$ cat src/rtl/ula_pkg.sv
// Shared definitions for the multicycle ALU: opcodes, FSM states and the
// combinational single-cycle operation evaluated on sign-extended operands.
package ula_pkg;

  localparam int MAX_W = 64;

  localparam logic [3:0] OP_AND   = 4'b0000;
  localparam logic [3:0] OP_OR    = 4'b0001;
  localparam logic [3:0] OP_ADD   = 4'b0010;
  localparam logic [3:0] OP_MULT  = 4'b0011;
  localparam logic [3:0] OP_DIV   = 4'b0100;
  localparam logic [3:0] OP_MULTU = 4'b0101;
  localparam logic [3:0] OP_SUB   = 4'b0110;
  localparam logic [3:0] OP_SLT   = 4'b0111;
  localparam logic [3:0] OP_DIVU  = 4'b1000;
  localparam logic [3:0] OP_PASSA = 4'b1010;
  localparam logic [3:0] OP_XNOR  = 4'b1100;
  localparam logic [3:0] OP_NOTA  = 4'b1110;
  localparam logic [3:0] OP_NOTB  = 4'b1111;

  typedef enum logic [1:0] {
    IDLE = 2'd0,
    RUN  = 2'd1,
    DONE = 2'd2
  } state_e;

  typedef logic signed [MAX_W-1:0] wide_t;

  function automatic logic is_iter_op(input logic [3:0] f);
    return (f == OP_MULT) || (f == OP_MULTU) || (f == OP_DIV) || (f == OP_DIVU);
  endfunction

  // Operands arrive sign-extended to MAX_W, so the low WIDTH bits of every
  // result are correct and SLT is a plain signed compare.
  function automatic wide_t single_op(input logic [3:0] f, input wide_t a, input wide_t b);
    wide_t r;
    r = '0;
    case (f)
      OP_ADD:   r = a + b;
      OP_SUB:   r = a - b;
      OP_AND:   r = a & b;
      OP_OR:    r = a | b;
      OP_XNOR:  r = ~(a ^ b);
      OP_NOTA:  r = ~a;
      OP_NOTB:  r = ~b;
      OP_PASSA: r = a;
      OP_SLT:   r = (a < b) ? wide_t'(1) : '0;
      default:  r = '0;
    endcase
    return r;
  endfunction

endpackage

$ cat src/rtl/ula_muldiv_iter.sv
// Radix-2 iterative datapath: shift-add multiplier and restoring divider
// sharing one accumulator, one shift register and one iteration counter.
module ula_muldiv_iter
  import ula_pkg::*;
#(
  parameter int WIDTH = 32
) (
  input  logic             clk,
  input  logic             rst_n,
  input  logic             load,
  input  logic             run,
  input  logic             is_mul,
  input  logic             is_signed,
  input  logic [WIDTH-1:0] a,
  input  logic [WIDTH-1:0] b,
  output logic             last,
  output logic [WIDTH-1:0] res_hi,
  output logic [WIDTH-1:0] res_lo,
  output logic             div0
);

  localparam int CW = $clog2(WIDTH + 1);

  logic [WIDTH-1:0]   acc_q, acc_d, quo_q, quo_d, m_q, m_d;
  logic [CW-1:0]      cnt_q, cnt_d;
  logic               mul_q, mul_d, neg_q, neg_d, neg_rem_q, neg_rem_d, div0_q, div0_d;
  logic               a_neg, b_neg;
  logic [WIDTH-1:0]   a_mag, b_mag;
  logic [WIDTH:0]     sum, shifted;
  logic [2*WIDTH-1:0] prod, prod_neg;

  always_comb begin
    acc_d     = acc_q;
    quo_d     = quo_q;
    m_d       = m_q;
    cnt_d     = cnt_q;
    mul_d     = mul_q;
    neg_d     = neg_q;
    neg_rem_d = neg_rem_q;
    div0_d    = div0_q;
    sum       = '0;
    shifted   = '0;
    a_neg     = is_signed && a[WIDTH-1];
    b_neg     = is_signed && b[WIDTH-1];
    a_mag     = a_neg ? -a : a;
    b_mag     = b_neg ? -b : b;

    if (load) begin
      acc_d     = '0;
      quo_d     = a_mag;
      m_d       = b_mag;
      cnt_d     = CW'(WIDTH);
      mul_d     = is_mul;
      neg_d     = a_neg ^ b_neg;
      neg_rem_d = a_neg;
      div0_d    = !is_mul && (b == '0);
    end else if (run && (cnt_q != '0)) begin
      cnt_d = cnt_q - CW'(1);
      if (mul_q) begin
        sum   = {1'b0, acc_q} + (quo_q[0] ? {1'b0, m_q} : '0);
        acc_d = sum[WIDTH:1];
        quo_d = {sum[0], quo_q[WIDTH-1:1]};
      end else begin
        // A zero divisor always "fits", which leaves quotient all ones and
        // remainder equal to the dividend magnitude.
        shifted = {acc_q, quo_q[WIDTH-1]};
        if (shifted >= {1'b0, m_q}) begin
          acc_d = shifted[WIDTH-1:0] - m_q;
          quo_d = {quo_q[WIDTH-2:0], 1'b1};
        end else begin
          acc_d = shifted[WIDTH-1:0];
          quo_d = {quo_q[WIDTH-2:0], 1'b0};
        end
      end
    end
  end

  // Results are taken from the next-state values so the final iteration and
  // the sign fix-up land together on the edge that enters DONE.
  always_comb begin
    prod     = {acc_d, quo_d};
    prod_neg = -prod;
    if (mul_q) begin
      {res_hi, res_lo} = neg_q ? prod_neg : prod;
    end else begin
      res_lo = div0_q ? '1 : (neg_q ? -quo_d : quo_d);
      res_hi = neg_rem_q ? -acc_d : acc_d;
    end
  end

  always_ff @(posedge clk) begin
    if (!rst_n) begin
      acc_q     <= '0;
      quo_q     <= '0;
      m_q       <= '0;
      cnt_q     <= '0;
      mul_q     <= 1'b0;
      neg_q     <= 1'b0;
      neg_rem_q <= 1'b0;
      div0_q    <= 1'b0;
    end else begin
      acc_q     <= acc_d;
      quo_q     <= quo_d;
      m_q       <= m_d;
      cnt_q     <= cnt_d;
      mul_q     <= mul_d;
      neg_q     <= neg_d;
      neg_rem_q <= neg_rem_d;
      div0_q    <= div0_d;
    end
  end

  assign last = run && (cnt_q == CW'(1));
  assign div0 = div0_q;

endmodule

$ cat src/rtl/ula_multiciclo.sv
// Multicycle ALU: single-cycle logic/arith ops complete in one cycle, mul/div
// run WIDTH radix-2 iterations. Handshake: start is accepted only while busy=0
// (state IDLE); results are valid in the single cycle where done=1.
module ula_multiciclo
  import ula_pkg::*;
#(
  parameter int WIDTH = 32
) (
  input  logic             clk,
  input  logic             rst_n,
  input  logic             start,
  input  logic [3:0]       f,
  input  logic [WIDTH-1:0] A,
  input  logic [WIDTH-1:0] B,
  output logic [WIDTH-1:0] RES,
  output logic             zero,
  output logic [WIDTH-1:0] hi,
  output logic [WIDTH-1:0] lo,
  output logic             busy,
  output logic             done,
  output logic             div0,
  output state_e           state_dbg
);

  state_e           state_q, state_d;
  logic [WIDTH-1:0] res_q, res_d, hi_q, hi_d, lo_q, lo_d, single_res;
  logic             zero_q, zero_d, busy_q, busy_d, done_q, done_d, div0_q, div0_d;
  logic             iter_load, it_last, it_div0;
  logic [WIDTH-1:0] it_hi, it_lo;
  wide_t            a_ext, b_ext;

  assign a_ext      = wide_t'($signed(A));
  assign b_ext      = wide_t'($signed(B));
  assign single_res = WIDTH'(single_op(f, a_ext, b_ext));
  assign iter_load  = (state_q == IDLE) && start && is_iter_op(f);

  ula_muldiv_iter #(.WIDTH(WIDTH)) u_iter (
    .clk       (clk),
    .rst_n     (rst_n),
    .load      (iter_load),
    .run       (state_q == RUN),
    .is_mul    ((f == OP_MULT) || (f == OP_MULTU)),
    .is_signed ((f == OP_MULT) || (f == OP_DIV)),
    .a         (A),
    .b         (B),
    .last      (it_last),
    .res_hi    (it_hi),
    .res_lo    (it_lo),
    .div0      (it_div0)
  );

  always_comb begin
    state_d = state_q;
    res_d   = res_q;
    zero_d  = zero_q;
    hi_d    = hi_q;
    lo_d    = lo_q;
    div0_d  = div0_q;
    case (state_q)
      IDLE: begin
        if (start) begin
          if (is_iter_op(f)) begin
            state_d = RUN;
          end else begin
            state_d = DONE;
            res_d   = single_res;
            zero_d  = (single_res == '0);
            div0_d  = 1'b0;
          end
        end
      end
      RUN: begin
        if (it_last) begin
          state_d = DONE;
          res_d   = it_lo;
          zero_d  = (it_lo == '0);
          hi_d    = it_hi;
          lo_d    = it_lo;
          div0_d  = it_div0;
        end
      end
      DONE:    state_d = IDLE;
      default: state_d = IDLE;
    endcase
    busy_d = (state_d != IDLE);
    done_d = (state_d == DONE);
  end

  always_ff @(posedge clk) begin
    if (!rst_n) begin
      state_q <= IDLE;
      res_q   <= '0;
      zero_q  <= 1'b0;
      hi_q    <= '0;
      lo_q    <= '0;
      busy_q  <= 1'b0;
      done_q  <= 1'b0;
      div0_q  <= 1'b0;
    end else begin
      state_q <= state_d;
      res_q   <= res_d;
      zero_q  <= zero_d;
      hi_q    <= hi_d;
      lo_q    <= lo_d;
      busy_q  <= busy_d;
      done_q  <= done_d;
      div0_q  <= div0_d;
    end
  end

  assign RES       = res_q;
  assign zero      = zero_q;
  assign hi        = hi_q;
  assign lo        = lo_q;
  assign busy      = busy_q;
  assign done      = done_q;
  assign div0      = div0_q;
  assign state_dbg = state_q;

endmodule
$ cat config.mk
export PLATFORM = sky130hd
export DESIGN_NAME = ula_multiciclo
export DESIGN_NICKNAME = d
export VERILOG_FILES = /design/src/rtl/ula_pkg.sv /design/src/rtl/ula_muldiv_iter.sv /design/src/rtl/ula_multiciclo.sv
export SDC_FILE = /design/constraint.sdc
export NUM_CORES = 1
export LEC_CHECK = 0
export BUFFER_PORTS_ARGS = -buffer_cell sky130_fd_sc_hd__buf_2
export CELL_PAD_IN_SITES_DETAIL_PLACEMENT = 0
export CELL_PAD_IN_SITES_GLOBAL_PLACEMENT = 1
export CORE_MARGIN = 3
export CORE_UTILIZATION = 30
export CTS_BUF_LIST = sky130_fd_sc_hd__clkbuf_4
export DETAILED_ROUTE_END_ITERATION = 12
export PLACE_DENSITY = 0.69
export SLEW_MARGIN = 0
export SYNTH_ARGS = -nofsm -noshare
export SYNTH_HDL_FRONTEND = slang
export SYNTH_SLANG_ARGS = --single-unit
$ cat constraint.sdc
create_clock -name clk -period 8.24 [get_ports clk]
set_input_delay 2.472 -clock clk [delete_from_list [all_inputs] [get_ports clk]]
set_output_delay 2.472 -clock clk [all_outputs]
set_load 0.02 [all_outputs]
**Word-level counts from Yosys, hierarchy flattened**

Cells that the tools add are included.

- Word-level logic and storage cells: 116
- Register bits after elaboration: 208
- Bits of input ports: 71
- Output and inout port bits: 102

- Equality and inequality tests: 18
- Reduce and logical (&&, ||, !) cells: 24
- Add/subtract/negate cells: 10
- Multiplexer cells: 37
- $lt $le $gt $ge: 2
- Bitwise gates (word level): 8

Operator list:

| cell | count |
|---|---|
| $mux W32 | 18 |
| $pmux W32 S9 | 1 |
| $neg A32 Y32 | 4 |
| $logic_not A32 Y1 | 3 |
| $not A32 Y32 | 3 |
| $mux W64 | 1 |
| $neg A64 Y64 | 1 |
| $pmux W32 S2 | 1 |
| $sub A32 B32 Y32 | 2 |
| $add A32 B33 Y33 | 1 |
| $ge A33 B32 Y1 | 1 |
| $add A32 B32 Y32 | 1 |
| $and A32 B32 Y32 | 1 |
| $lt A32 B32 Y1 | 1 |
| $or A32 B32 Y32 | 1 |
| $xor A32 B32 Y32 | 1 |
| $eq A4 B4 Y1 const B | 5 |
| $eq A4 B3 Y1 const B | 4 |
| $mux W6 | 2 |
| $eq A4 B2 Y1 const B | 2 |
| $mux W1 | 8 |
| $logic_and A1 B1 Y1 | 7 |
| $eq A6 B1 Y1 const B | 1 |
| $mux W2 | 3 |
| 18 further kinds | 26 |

**Depth between registers and ports, before layout**

Gate-level depths: netlist of the first run.

- Depth in word-level cells: 13
- Mapped depth: 20
- Gate-level depth less buffers: 18

**Modules after synthesis**

Synthesis of the first run repeated with hierarchy kept, for this count alone.

- Cell total of the unflattened synthesis: 3,337
- Area, all modules: 23,437.5 um^2

By module, submodules not included:

| module | times used | sequential area each (um^2) | cells an instance | area an instance (um^2) |
|---|---|---|---|---|
| ula_muldiv_iter | 1 | 2,122.0 | 1,844 | 13,106.3 |
| ula_multiciclo | 1 | 2,042.0 | 1,493 | 10,331.2 |

**Worst setup path before layout of the first run**

No wires, ideal clock.

- Kind: input to register
- From: in f[1]
- To: reg zero_q (netlist: zero)
- Data required time: 8.178 ns
- Library setup time: 0.062 ns
- Cell stages on the path: 18
- Data arrival time: 6.405 ns
- Path buffers: 4
- Setup slack: 1.773 ns
- Cells stage by stage: buf_2 > or3b_2 > a31oi_4 > buf_4 > buf_2 > nand2_1 > a22o_1 > or2_2 > clkbuf_1 > ha_1 > a21boi_0 > a31oi_1 > xnor2_1 > or2_2 > nor4_1 > nand4_1 > or4_1 > nand3_1

- Word-level cells in the longest chain between the ends: 13
- Elaborated cells between the ends (all ways): 36
- Classes of those cells: add/sub (2); eq/ne (13); mux (11); reduce/logical (10)

RTL lines:

| element | RTL line | text |
|---|---|---|
| start: declaration | ula_multiciclo.sv:12 | `input logic [3:0] f,` |
| $eq A4 B2 Y1 or $eq A4 B3 Y1 (tied branches) | ula_pkg.sv:30, ula_multiciclo.sv:43 |  |
| $logic_or A1 B1 Y1 (3 in a row) | ula_pkg.sv:30 | `return (f == OP_MULT) \|\| (f == OP_MULTU) \|\| (f == OP_DIV) \|\| (f == OP_DIVU);` |
| $logic_and A1 B1 Y1 | ula_multiciclo.sv:35 | `assign iter_load = (state_q == IDLE) && start && is_iter_op(f);` |
| $mux W32 | ula_muldiv_iter.sv:48 | `if (load) begin` |
| $neg A32 Y32 | ula_muldiv_iter.sv:86 | `res_lo = div0_q ? '1 : (neg_q ? -quo_d : quo_d);` |
| $mux W32 (2 in a row) | ula_muldiv_iter.sv:86 |  |
| $mux W32 | ula_muldiv_iter.sv:83 | `if (mul_q) begin` |
| $logic_not A32 Y1 | ula_multiciclo.sv:76 | `zero_d = (it_lo == '0);` |
| $mux W1 | ula_multiciclo.sv:73 | `if (it_last) begin` |
| $pmux W1 S2 | ula_multiciclo.sv:59 | `case (state_q)` |
| end signal: assignment | ula_multiciclo.sv:102 | `zero_q <= zero_d;` |
| end: declaration | ula_multiciclo.sv:27 | `logic zero_q, zero_d, busy_q, busy_d, done_q, done_d, div0_q, div0_d;` |

Several ways; a longest one is shown, not always the timed one. The select of a mux whose other input is x is not followed.
A chain may end at the register's enable or synchronous reset.

**Final worst setup path of the first run**

- From: in A[2]
- To: reg zero_q (netlist: zero)

- Word-level cells in the longest chain between the ends: 10
- Elaborated cells between the ends (all ways): 25
- Classes of those cells: add/sub (5); order compare (1); mux (12); bitwise (5); reduce/logical (2)

RTL lines:

| element | RTL line | text |
|---|---|---|
| start: declaration | ula_multiciclo.sv:13 | `input logic [WIDTH-1:0] A,` |
| $neg A32 Y32 | ula_muldiv_iter.sv:45 | `a_mag = a_neg ? -a : a;` |
| $mux W32 | ula_muldiv_iter.sv:45 |  |
| $mux W32 | ula_muldiv_iter.sv:48 |  |
| $neg A32 Y32 | ula_muldiv_iter.sv:86 |  |
| $mux W32 (2 in a row) | ula_muldiv_iter.sv:86 |  |
| $mux W32 | ula_muldiv_iter.sv:83 |  |
| $logic_not A32 Y1 | ula_multiciclo.sv:76 |  |
| $mux W1 | ula_multiciclo.sv:73 |  |
| $pmux W1 S2 (*) | ula_multiciclo.sv:59 |  |

Mark *: on every way between the ends. The rest lies on a longest branch, timed or not. The select of a mux whose other input is x is not followed.

==> metrics.cfg, run 1 <==
[synth]
synthArstFlopShare_pct=0
syn-num-nets=3470
synthCells=3228
ys_ff_latch=208
synth_ff_type=dfxtp_1
synth_edf_count=0
ys_types=105
yosysWarningCount=0
syn_avg_cell_area_sq_um=7.17
synth_seq_area_share_pct=18.0
syn_area_sq_um=23200

[floorplan]
die-area_sq_um=80500
dieWidth_um=284
io_pins=173
row_count=101
start_util_pct=30.4
placeableCoreArea_sq_um=76200
fp.dieH_um=284

[cells_and_area]
final_cell_mix=nor2_1 (339), a21oi_1 (269), nand2_1 (250)
n_fill_cell=8313
regArea_sq_um=4170
drive_above_1_share_pct=12.9
final_common_cell=nor2_1
layout-area-overhead-vs-synth_pct=11.4
nets=3555
multi_input_area_sq_um=17600

[grt]
met1_usage_pct=33.2
grt_use_total_pct=25.3
grt_pass1_wl_mm=160
grtUsageMet3_pct=3.20
grt_max_degree=76
use_met2_pct=41.2
antenna_found_initial=11
grt_pass1_vias=24800
grt-busiest-layer=met2
grt_overflow_total=0

[timing]
hold_viol_final=0
maxSlewViolCount=0
period_needed_ns=6.72
fin_tns_setup_ns=0
slew_headroom_pct=18.2
fmax_mhz=149
rsz0062_at_grt=no
timing.final.crit_share_pct=81.5
finClkSkew_ns=0.0624
tightest_slew_ns=1.22
finalSetupViolations=0

[power_and_ir_drop]
p_switching_w=0.00149
vdd_ir_drop_max_v=0.0000819
p_leak_nw=10.2
clock_power_share_pct=29.7
swShare_pct=42.8
p_int_w=0.00199
comb_power_share_pct=39.3
power.total_w=0.00348
p_seq_share_pct=31.1
p_per_area_nw_per_um2=135

[detailed_routing]
vias=26200
ant_nets=0
post_drt_via_cell_ratio=5.95
wl_mm=106
first_iter_violations=2943
drc=0
drt_first_pass_iters=6
wire_per_inst_um=24.2

[clock_network]
cts_tree=yes
cts.root.buffer_cell=clkbuf_4
cts_setup_buffers=0
htreeDepth=2
cts.repair.resized=0
clk_latency_ns=0.86
cts_num_sinks=208
cts_inserted_buffers=60
cts-hold-fix-buffers=0
clockBufferDepth=3
clk_pin_slew_ns=0.07

[placement]
gp_congestion=0.969
port_buffers=172
dpl.hpwl_mm=82.8

[min_path]
min_path_type=reg -> reg

[setup_path]
cpPeakStageDelay_ns=0.68
critPathLaunchType=input pin
cp_slowest_cell=a221oi_1
required_ns=9.04
cp-end-kind=flip-flop
crit_family=simple AND/OR/NAND/NOR gates
cp_max_fo=11
cp.arrival_ns=7.52
path_class=in -> reg
crit_buf_inv=2
path_cells=buf_2 > inv_1 > ha_1 > nand2b_1 > a221oi_1 > o2111ai_1 > a31oi_1 > nor3b_1 > and4_1 > o32ai_1 > and4b_1 > nand4_1 > nor4_1 > nand4b_1 > or3_1 > nand3_1

[job]
cap_violations=0

[status]
status=completed

routing by layer:
metal	up-vias	part of all wire [%]
met5	-	0.037
met4	6	5.1
met3	249	6.8
met2	1166	46
met1	12600	42
li1	12200	-
final timing paths:
path	from	end	slack, ns	cells after the start
worst max-delay path	A[2]	zero	1.52	16
worst min-delay path	hi[17]	hi[17]	0.45	2
worst max register to register	u_iter.acc_q[4]	hi[24]	2.51	15
worst min register to register	hi[17]	hi[17]	0.45	2
power by group through the flow:
stage | logic, W | clock network, W | registers, W
after floorplan | 0.000847 | 0 | 0.00110
after global placement | 0.00134 | 0 | 0.00110
after global routing | 0.00146 | 0.00111 | 0.00108
after CTS | 0.00133 | 0.00105 | 0.00108
final | 0.00137 | 0.00103 | 0.00108
after detailed placement | 0.00133 | 0 | 0.00110
layout make-up:
cell class / instances / area share (%)
clock buffer: 94 / 2.74
inverter: 157 / 2.30
antenna: 7 / 0.0679
multi-input combinational: 2648 / 68.1
sequential: 208 / 16.2
timing repair buffer: 238 / 5.31
tap: 1030 / 5.00
clock inverter: 16 / 0.330
kinds of logic after synthesis:
kind of cell	Yosys count	share of synthesized area, %
buffers and inverters	372	6.34
adder cells (fa/ha/maj)	171	9.37
XOR/XNOR	174	6.58
multiplexers	56	2.47
flip-flops	208	18.0
AND/OR/NAND/NOR	1164	25.4
AO/OA/AOI/OAI	1083	31.8
tightest hold or removal path, cell delays in order, from the launching register on:
cell	delay, ns
dfxtp_1	0.31
nand2_1	0.05
a21oi_1	0.05
stage by stage:
stage          worst slack [ns]  cell area, sq um  cells  hold slack [ns]  utilization, %
2_1_floorplan              1.77             23200   3228            0.440               -
3_3_place_gp              0.815             25000   4281            0.442            32.8
3_5_place_dp              0.821             25000   4281            0.443            32.8
4_1_cts                    1.70             25800   4391            0.452            33.8
5_1_grt                    1.45             25800   4397            0.465            33.8
6_report                   1.52             25800   4398            0.452            33.8
sequential cells by signal, summed over array words and instances, names as in the netlist:
signal            flops
busy                  1
u_iter.mul_q          1
RES                  32
u_iter.m_q           32
u_iter.acc_q         32
done                  1
u_iter.neg_rem_q      1
zero                  1
div0                  1
u_iter.div0           1
lo                   32
u_iter.quo_q         32
u_iter.neg_q          1
hi                   32
state_dbg             2
u_iter.cnt_q          6
Yosys cell counts, types with 9 or more instances:
| cell | n | area share [%] |
|---|---|---|
| a211o_1 | 17 | 0.64 |
| a211oi_1 | 136 | 4.4 |
| a21boi_0 | 12 | 0.39 |
| a21o_1 | 43 | 1.4 |
| a21oi_1 | 269 | 5.8 |
| a221oi_1 | 12 | 0.45 |
| a22oi_1 | 12 | 0.39 |
| a311oi_1 | 13 | 0.49 |
| a31oi_1 | 43 | 1.2 |
| a32oi_1 | 12 | 0.45 |
| a41oi_1 | 17 | 0.64 |
| and2_1 | 87 | 2.4 |
| and3_1 | 33 | 0.89 |
| and4_1 | 13 | 0.49 |
| buf_1 | 28 | 0.45 |
| buf_2 | 31 | 0.67 |
| clkbuf_1 | 150 | 2.4 |
| dfxtp_1 | 208 | 18 |
| ha_1 | 167 | 9.0 |
| inv_1 | 152 | 2.5 |
| mux2_2 | 9 | 0.44 |
| mux2i_1 | 47 | 2.0 |
| nand2_1 | 250 | 4.1 |
| nand2b_1 | 33 | 0.89 |
| nand3_1 | 97 | 2.1 |
| nand4_1 | 54 | 1.5 |
| nor2_1 | 340 | 5.5 |
| nor2b_1 | 17 | 0.46 |
| nor3_1 | 85 | 1.8 |
| nor3b_1 | 16 | 0.52 |
| nor4_1 | 33 | 0.89 |
| o211ai_1 | 47 | 1.5 |
| o21a_1 | 29 | 0.94 |
| o21ai_0 | 170 | 3.7 |
| o21bai_1 | 17 | 0.55 |
| o221ai_1 | 17 | 0.64 |
| o22ai_1 | 48 | 1.3 |
| o31ai_1 | 33 | 1.1 |
| or2_2 | 16 | 0.43 |
| or3_1 | 31 | 0.84 |
| or4_1 | 14 | 0.45 |
| xnor2_1 | 129 | 4.9 |
| xor2_1 | 45 | 1.7 |
(Power assumes the default switching activity.)
==> run 2, diff against run 1 <==
--- a/config.mk
+++ b/config.mk
@@ -12,7 +12,7 @@
 export CORE_UTILIZATION = 30
 export CTS_BUF_LIST = sky130_fd_sc_hd__clkbuf_4
 export DETAILED_ROUTE_END_ITERATION = 12
-export PLACE_DENSITY = 0.69
+export PLACE_DENSITY = 0.71
 export SLEW_MARGIN = 0
 export SYNTH_ARGS = -nofsm -noshare
 export SYNTH_HDL_FRONTEND = slang
==> constraint.sdc (replaced) <==
create_clock -name clk -period 6.1 [get_ports clk]
set_input_delay 1.83 -clock clk [delete_from_list [all_inputs] [get_ports clk]]
set_output_delay 1.83 -clock clk [all_outputs]
set_load 0.02 [all_outputs]
==> metrics.cfg, run 2 (same netlist as run 1, synthesis figures left out) <==
[cells_and_area]
layout-area-overhead-vs-synth_pct=18.8
final_cell_mix=nor2_1 (340), buf_4 (294), a21oi_1 (269)
fin_util_pct=36.1  ; +2.3 points
final_common_cell=nor2_1
drive_above_1_share_pct=18.2  ; +5.3 points
nets=3787  ; +6.5%

[power_and_ir_drop]
p_switching_w=0.00201  ; +35%
p_int_w=0.00278  ; +40%
swShare_pct=41.9  ; -0.85 points
p_leak_nw=11.3  ; +11%
clock_power_share_pct=27.3  ; -2.4 points
vdd_ir_drop_max_v=0.000148  ; +80%
p_seq_share_pct=30.5  ; -0.6 points
p_per_area_nw_per_um2=174  ; +29%
comb_power_share_pct=42.2  ; +2.9 points

[status]
status=completed

[grt]
met1_usage_pct=33.0  ; -0.18 points
grt_overflow_total=0  ; unchanged
grt_pass1_vias=25700  ; +3.6%
grt_use_total_pct=25.9  ; +0.61 points
grt_max_degree=74  ; -2.6%
antenna_found_initial=6  ; -5
grtUsageMet3_pct=3.49  ; +0.29 points
use_met2_pct=43.2  ; +2.0 points
grt_pass1_wl_mm=163  ; +1.7%
grt-busiest-layer=met2

[floorplan]
start_util_pct=30.4  ; unchanged
fp.dieH_um=284  ; unchanged
row_count=101  ; unchanged
placeableCoreArea_sq_um=76200  ; unchanged
die-area_sq_um=80500  ; unchanged
io_pins=173  ; unchanged
dieWidth_um=284  ; unchanged

[detailed_routing]
first_iter_violations=2846  ; -3.3%
wire_per_inst_um=23.7  ; -2.2%
drt_first_pass_iters=9  ; +3
vias=27100  ; +3.4%
ant_nets=0  ; unchanged
post_drt_via_cell_ratio=5.85  ; -1.7%
wl_mm=109  ; +2.9%
drc=0  ; unchanged

[timing]
setup_ws_ns=0.696  ; -0.824 ns
finClkSkew_ns=0.0365  ; -0.0259 ns
timing.final.crit_share_pct=88.6
fmax_mhz=185
period_needed_ns=5.40
rsz0062_at_grt=no
finalSetupViolations=0  ; unchanged
slew_headroom_pct=13.5  ; -4.7 points
maxSlewViolCount=0  ; unchanged
hold_viol_final=0  ; unchanged
fin_tns_setup_ns=0  ; unchanged
tightest_slew_ns=1.29  ; +0.0760 ns

[clock_network]
clk_pin_slew_ns=0.07  ; about the same
cts.root.buffer_cell=clkbuf_4
cts_num_sinks=208  ; unchanged
cts_setup_buffers=0  ; unchanged
cts_inserted_buffers=60  ; unchanged
htreeDepth=2  ; unchanged
clockBufferDepth=3  ; unchanged
clk_latency_ns=0.78  ; -0.08 ns
cts-hold-fix-buffers=0  ; unchanged
cts_tree=yes
cts.repair.resized=0  ; unchanged

[setup_path]
reg2reg_to=hi[26]
cp.arrival_ns=6.09  ; -1.43 ns
cp-end-kind=flip-flop
r2r_slack_ns=0.70  ; -1.81 ns
critPathLaunchType=flip-flop
cp-startpoint=u_iter.acc_q[4]
reg2regPathDepth=15  ; unchanged
endpoint=hi[26]
reg2reg_from=u_iter.acc_q[4]
required_ns=6.79  ; -2.25 ns
cp_max_fo=19  ; +8
path_class=reg -> reg

[placement]
port_buffers=172  ; unchanged
pre_cts_ws_ns=0.00116  ; -0.820 ns
gp_congestion=0.986  ; +1.8%
dpl.hpwl_mm=87.1  ; +5.2%

[job]
cap_violations=0  ; unchanged

[min_path]
min_path_type=reg -> reg
hp-start=hi[5]

[run 2: changes by cell type in the layout (fill, tap and decap cells not counted), sizes merged]
| cell | change |
|---|---|
| buf | +232 |
| clkbuf | -7 |
| clkinv | +5 |
| clkinvlp | -1 |
| diode | -1 |
| inv | +1 |
[run 2: cell type report]
| type | instances | area (sq um) |
|---|---|---|
| clock buffer | 87 | 653 |
| clock inverter | 21 | 93.8 |
| inverter | 157 | 592 |
| multi-input combinational | 2648 | 17600 |
| fill | 8327 | 48700 |
| tap | 1030 | 1290 |
| timing repair buffer | 470 | 3150 |
| sequential | 208 | 4170 |
| antenna | 6 | 15.0 |
[run 2: worst min-delay path by stage]
stage | to | cells after the start | slack [ns]
3_3_place_gp | hi[5] | 2 | 0.44
5_1_grt | hi[9] | 2 | 0.48
6_report | hi[5] | 2 | 0.45
4_1_cts | hi[5] | 2 | 0.45
3_5_place_dp | hi[5] | 2 | 0.44
2_1_floorplan | u_iter.m_q[31] | 2 | 0.44
[run 2: stage by stage]
stage          hold slack [ns]  cell area [sq um]  std cells  total power [W]
2_1_floorplan            0.440              23200       3228          0.00263
3_3_place_gp             0.442              26800       4513          0.00345
3_5_place_dp             0.442              26800       4513          0.00345
4_1_cts                  0.451              27500       4621          0.00477
5_1_grt                  0.476              27500       4627          0.00502
6_report                 0.447              27500       4627          0.00478
[run 2: layer usage]
layer  wire [um]  share of wire [%]
met1       45300                 41
met2       50600                 46
met3        7640                7.0
met4        5860                5.4
met5           0                  0
[run 2: power groups by stage]
stage,clock (W),combinational (W),sequential [W]
finish,0.00130,0.00202,0.00146
CTS,0.00134,0.00197,0.00146
global route,0.00140,0.00215,0.00146
floorplan,0,0.00114,0.00149
detailed placement,0,0.00196,0.00149
global placement,0,0.00196,0.00149
[run 2: critical path, stage by stage, from the launching register on]
cell,delay (ns)
dfxtp_1,0.40
ha_1,0.49
nand3_1,0.23
nor4_1,0.65
nand4_1,0.26
and3_1,0.35
o21ai_1,0.21
buf_4,0.35
nand4_1,0.21
a21oi_1,0.48
nand2b_1,0.18
or2_2,0.37
or4_1,0.40
o31ai_1,0.35
xor2_1,0.13
a211oi_1,0.23
